==> src/rtl/shift_issue_buffer_pkg.sv <==
// Shared definitions for the shifter issue buffer: request field widths,
// op encodings and the packed request record stored in the FIFO.
package shift_issue_buffer_pkg;

  localparam int DATA_W = 32;
  localparam int AMT_W  = 5;
  localparam int OP_W   = 2;
  localparam int REQ_W  = OP_W + AMT_W + DATA_W;

  // 2'b11 is decoded by the shifter exactly like SLL.
  typedef enum logic [OP_W-1:0] {
    SH_OP_SRA     = 2'b00,
    SH_OP_SRL     = 2'b01,
    SH_OP_SLL     = 2'b10,
    SH_OP_SLL_ALT = 2'b11
  } sh_op_e;

  typedef struct packed {
    logic [OP_W-1:0]   aluc;
    logic [AMT_W-1:0]  b;
    logic [DATA_W-1:0] a;
  } sh_req_t;

  function automatic sh_req_t make_req(input logic [DATA_W-1:0] a,
                                       input logic [AMT_W-1:0]  b,
                                       input logic [OP_W-1:0]   aluc);
    sh_req_t r;
    r.aluc = aluc;
    r.b    = b;
    r.a    = a;
    return r;
  endfunction

endpackage

==> src/rtl/shift_issue_buffer_fifo.sv <==
// Circular request FIFO holding {aluc,b,a}; exposes the head combinationally
// and a registered occupancy count from which full/empty are derived.
module shift_req_fifo
  import shift_issue_buffer_pkg::*;
#(
  parameter int DEPTH  = 4,
  parameter int ADDR_W = 2
) (
  input  logic            clk,
  input  logic            rst,
  input  logic            push,
  input  logic            pop,
  input  sh_req_t         wdata,
  output sh_req_t         rdata,
  output logic [ADDR_W:0] count,
  output logic            full,
  output logic            empty
);

  localparam logic [ADDR_W:0] FULL_COUNT = (ADDR_W+1)'(DEPTH);

  logic [ADDR_W-1:0] wr_ptr;
  logic [ADDR_W-1:0] rd_ptr;
  sh_req_t           mem [DEPTH];
  logic              do_push;
  logic              do_pop;

  assign full    = (count == FULL_COUNT);
  assign empty   = (count == '0);
  assign do_push = push & ~full;
  assign do_pop  = pop & ~empty;
  assign rdata   = mem[rd_ptr];

  // Pointers wrap naturally because DEPTH is a power of two.
  always_ff @(posedge clk) begin
    if (rst) begin
      wr_ptr <= '0;
      rd_ptr <= '0;
      count  <= '0;
    end else begin
      if (do_push) wr_ptr <= wr_ptr + ADDR_W'(1);
      if (do_pop)  rd_ptr <= rd_ptr + ADDR_W'(1);
      case ({do_push, do_pop})
        2'b10:   count <= count + (ADDR_W+1)'(1);
        2'b01:   count <= count - (ADDR_W+1)'(1);
        default: count <= count;
      endcase
    end
  end

  always_ff @(posedge clk) begin
    if (!rst && do_push) mem[wr_ptr] <= wdata;
  end

endmodule

==> src/rtl/shift_issue_buffer.sv <==
// Issue stage for the external barrel shifter: queues requests, presents the
// FIFO head on sh_*, and registers the shifter result behind out_valid/out_ready.
module shift_issue_buffer
  import shift_issue_buffer_pkg::*;
#(
  parameter int DEPTH  = 4,
  parameter int ADDR_W = 2
) (
  input  logic              clk,
  input  logic              rst,
  input  logic              in_valid,
  output logic              in_ready,
  input  logic [DATA_W-1:0] in_a,
  input  logic [AMT_W-1:0]  in_b,
  input  logic [OP_W-1:0]   in_aluc,
  output logic [DATA_W-1:0] sh_a,
  output logic [AMT_W-1:0]  sh_b,
  output logic [OP_W-1:0]   sh_aluc,
  input  logic [DATA_W-1:0] sh_c,
  output logic              out_valid,
  input  logic              out_ready,
  output logic [DATA_W-1:0] out_c,
  output logic [ADDR_W:0]   count
);

  sh_req_t wreq;
  sh_req_t head;
  logic    fifo_full;
  logic    fifo_empty;
  logic    push;
  logic    pop;

  // in_ready looks only at registered occupancy so a full FIFO never
  // accepts in the same cycle it pops.
  assign in_ready = ~fifo_full;
  assign push     = in_valid & in_ready;
  assign pop      = ~fifo_empty & (~out_valid | out_ready);
  assign wreq     = make_req(in_a, in_b, in_aluc);

  shift_req_fifo #(
    .DEPTH  (DEPTH),
    .ADDR_W (ADDR_W)
  ) u_fifo (
    .clk   (clk),
    .rst   (rst),
    .push  (push),
    .pop   (pop),
    .wdata (wreq),
    .rdata (head),
    .count (count),
    .full  (fifo_full),
    .empty (fifo_empty)
  );

  assign sh_a    = fifo_empty ? '0 : head.a;
  assign sh_b    = fifo_empty ? '0 : head.b;
  assign sh_aluc = fifo_empty ? '0 : head.aluc;

  // out_c keeps its last value after a drain; only an issue reloads it.
  always_ff @(posedge clk) begin
    if (rst) begin
      out_valid <= 1'b0;
      out_c     <= '0;
    end else if (pop) begin
      out_valid <= 1'b1;
      out_c     <= sh_c;
    end else if (out_valid && out_ready) begin
      out_valid <= 1'b0;
    end
  end

endmodule

==> config.mk <==
export PLATFORM = sky130hd
export DESIGN_NAME = shift_issue_buffer
export DESIGN_NICKNAME = d
export VERILOG_FILES = /design/src/rtl/shift_issue_buffer_pkg.sv /design/src/rtl/shift_issue_buffer_fifo.sv /design/src/rtl/shift_issue_buffer.sv
export SDC_FILE = /design/constraint.sdc
export NUM_CORES = 1
export LEC_CHECK = 0
export CAP_MARGIN = 40
export CORE_UTILIZATION = 41
export DETAILED_ROUTE_END_ITERATION = 10
export GPL_TIMING_DRIVEN = 0
export PLACE_DENSITY = 0.69
export SLEW_MARGIN = 30
export SYNTH_ARGS = -nofsm -noshare
export SYNTH_HDL_FRONTEND = slang
export SYNTH_SLANG_ARGS = --single-unit
==> constraint.sdc <==
create_clock -name clk -period 7.45 [get_ports clk]
set_clock_uncertainty 0.1 [all_clocks]
set_input_delay 2.235 -clock clk [delete_from_list [all_inputs] [get_ports clk]]
set_output_delay 2.235 -clock clk [all_outputs]
set_load 0.01 [all_outputs]
==> results of run 1 <==
-- sequential cells by signal, summed over array words and instances, names as in the netlist, named ones only --
signal and cells:
u_fifo.count 3, out_valid 1, u_fifo.mem 156, u_fifo.wr_ptr 2, out_c 32, u_fifo.rd_ptr 2
-- synth_stat cells --
master	count	area share
mux4_2	39	0.11
mux2_4	1	0.0019
fa_1	1	0.0026
mux2_1	1	0.0015
inv_2	1	0.00049
buf_6	2	0.0029
o21ai_0	33	0.021
nor3b_1	5	0.0049
nor3_4	1	0.0021
mux2i_1	1	0.0013
nand3b_1	32	0.031
or3b_1	1	0.0011
clkbuf_1	19	0.0093
mux2_2	2	0.0029
buf_1	2	0.00098
nand2b_1	3	0.0024
or3_1	1	0.00081
inv_1	5	0.0024
edfxtp_1	156	0.61
nor2_1	8	0.0039
a21oi_1	35	0.023
dfxtp_1	42	0.11
buf_4	2	0.0019
buf_2	6	0.0039
ha_1	5	0.0081
xor2_1	2	0.0023
and2_4	1	0.0011
nor2b_1	42	0.034
-- cells in the final DEF, fill, tap and decap left out, types with 2 or more instances in the layout --
master	n
clkinv_8	2
buf_4	19
edfxtp_1	156
dfxtp_1	42
mux2_2	2
nand2b_1	3
buf_2	6
clkinvlp_4	2
mux4_2	39
clkdlybuf4s50_1	150
buf_6	9
clkbuf_16	17
nand3b_1	32
nor3b_2	4
inv_1	5
ha_1	5
clkinv_4	2
inv_8	2
xor2_1	2
o21ai_0	33
nor2_1	8
nor2b_1	42
buf_1	2
clkbuf_1	19
inv_6	5
a21oi_1	35
-- worst max-delay path, delay by kind of cell, from the launching register on --
kind | cells | cell delay (ns)
buf+inv | 3 | 1.27
flops | 1 | 0.39
simple gates | 2 | 0.50
-- worst paths after layout --
path,startpoint,to,slack [ns],cells after the start
worst max register to register,u_fifo.count[2]$_SDFFE_PP0P_,u_fifo.count[2]$_SDFFE_PP0P_,4.81,9
worst min register to register,out_c[26]$_SDFFE_PP0P_,out_c[26]$_SDFFE_PP0P_,0.38,2
worst max-delay path,u_fifo.count[0]$_SDFFE_PP0P_,sh_a[2],2.52,5
worst min-delay path,out_c[26]$_SDFFE_PP0P_,out_c[26]$_SDFFE_PP0P_,0.38,2
-- metrics by stage --
stage	power, W	instance area, sq um	setup TNS [ns]	hold slack [ns]
2_1_floorplan	0.00217	7700	0	0.382
3_3_place_gp	0.00278	9490	-300.61	0.360
3_5_place_dp	0.00282	9720	0	0.371
4_1_cts	0.00373	10300	0	0.382
5_1_grt	0.00388	10300	0	0.398
6_report	0.00369	10300	0	0.379
-- where the power goes --
group	total [W]	switching [W]	internal, W
Combinational	0.00140	0.000646	0.000754
Sequential	0.00138	0.0000625	0.00132
Clock	0.000905	0.000429	0.000477
-- per-layer routing --
metal,part of all wire,GRT usage
met1,0.43,0.236
met2,0.48,0.300
met5,0,0
met4,0.011,0.0573
met3,0.081,0.0639
-- cell type report --
class / instances / area [sq um] / share of cell area
clock buffer: 17 / 425 / 0.0413
multi-input combinational: 214 / 2030 / 0.197
clock inverter: 15 / 165 / 0.0160
tap: 229 / 287 / 0.0278
timing repair buffer: 174 / 1710 / 0.166
inverter: 6 / 22.5 / 0.00219
buffer: 31 / 146 / 0.0142
sequential: 198 / 5530 / 0.536
-- logic make-up after synthesis --
family | after synthesis | synth area share
AO/OA/AOI/OAI | 68 | 0.0442
XOR/XNOR | 2 | 0.00227
adder cells (fa/ha/maj) | 6 | 0.0107
buffers and inverters | 37 | 0.0219
flip-flops | 198 | 0.717
multiplexers | 44 | 0.122
AND/OR/NAND/NOR | 94 | 0.0817
==> metrics.md, run 1 <==
| Metric | Value |
|---|---|
| Status | finished, violations left |
| Failing checks | DRC |
| Worst Path Arrival | 2.60 ns |
| Nets | 723 |
| Post-CTS Hold Buffers | 0 |
| Gate Count Post-Synth | 449 |
| Ant diodes | 0 |
| Avg Cell Area, Syn | 17.2 sq um |
| Unique masters post-synth | 28 |
| Fin cells | 884 |
| Post-placement cell count | 852 |
| Worst skew pair latency | 0.43 ns |
| Worst-path fanout max | 10 |
| Ratio of final minimum period to clock period | 0.662 |
| Fmax | 0.203 GHz |
| Avg WL per Cell | 19.1 microns |
| Chip width | 139 microns |
| Fin util | 0.566 |
| Pin count of the biggest net entering global routing | 20 |
| #FFs+latches synth | 198 |
| Top-Level Pins | 151 |
| Area Growth Syn to Fin | 33.8% |
| Final Hold Viols | 0 |
| Post-route worst setup slack | 2.52 ns |
| Cells along the critical path | nor3_4, buf_2, clkbuf_1, nor2b_1, clkdlybuf4s50_1 |
| Vias | 4586 |
| Worst-margin pin slew | 0.686 ns |
| Reg clk slew, reported paths | 0.07 ns |
| Initial Util | 0.423 |
| Core area | 0.0182 sq mm |
| Core Rows | 49 |
| Num CTS Buffers | 17 |
| H-tree levels | 4 |
| Worst slew margin | 0.542 |
| Synthesis Warnings | 0 |
| Initial detailed-routing violation count | 239 |
| Routed Antenna Nets | 0 |
| Setup crit start kind | register |
| Leakage | 3.37 nW |
| Total grt overflow | 0 |
| Sequential-to-total area share from yosys stat | 0.717 |
| WL final | 16900 microns |
| # port buffers | 150 |
| Die ar. | 0.0193 sq mm |
| Post-CTS Setup Inserts | 0 |
| Peak supply drop | 0.172 mV |
| Count of final setup violators | 0 |
| Vias in the first global route | 4985 |
| Post-Syn Nets | 530 |
| Clk buf depth | 2 |
| CTS sink cnt | 198 |
| Slowest Stage Delay on Critical Path | 0.52 ns |
| Detailed Place HPWL | 12200 microns |
| Root buffer cell | clkbuf_16 |
| Slowest CP cell | clkdlybuf4s50_1 |
| Max cap viols | 0 |
| Hold Path Class | reg -> reg |
| Wire length of the first global-routing pass | 27200 microns |
| Initial antenna violation count | 0 |
| Final Max Tran Viols | 0 |
| RD Place Congestion | 0.860 |
| Crit end category | primary output |
| CTS-repair resized insts | 0 |
| Crit path required time | 5.12 ns |
| First-pass detailed-route iteration total | 8 |
| Tot GR Track Use | 0.186 |
| Critical path class | reg -> out |
| FILL cells | 1386 |
| Number of remaining DRC errors | 18 |
| Power density cells | 358 mW/mm^2 |
| RSZ-0062 raised after global routing | no |
| Die Y | 139 microns |
| CTS tree | done |
| Mapped Area | 0.00770 sq mm |
| Vias/cell | 5.19 |
| Layout cells sized above 1 | 0.174 |
| Final min period | 4.93 ns |
| Place WS | 2.72 ns |
Power figures use the tool's default switching activity.
==> inputs of run 2 (changes only) <==
==> constraint.sdc (replaced) <==
create_clock -name clk -period 4.7 [get_ports clk]
set_clock_uncertainty 0.1 [all_clocks]
set_input_delay 1.41 -clock clk [delete_from_list [all_inputs] [get_ports clk]]
set_output_delay 1.41 -clock clk [all_outputs]
set_load 0.01 [all_outputs]
==> results of run 2 <==
Same layout as run 1 (identical final DEF). Status: finished, violations left: DRC.
Main changes from that run: setup slack after placement 2.72 ns -> 0.793 ns; setup slack after layout 2.52 ns -> 0.594 ns; register-to-register setup slack 4.81 ns -> 2.06 ns; total power 0.00369 W -> 0.00585 W; worst IR drop on VDD 0.172 mV -> 0.273 mV
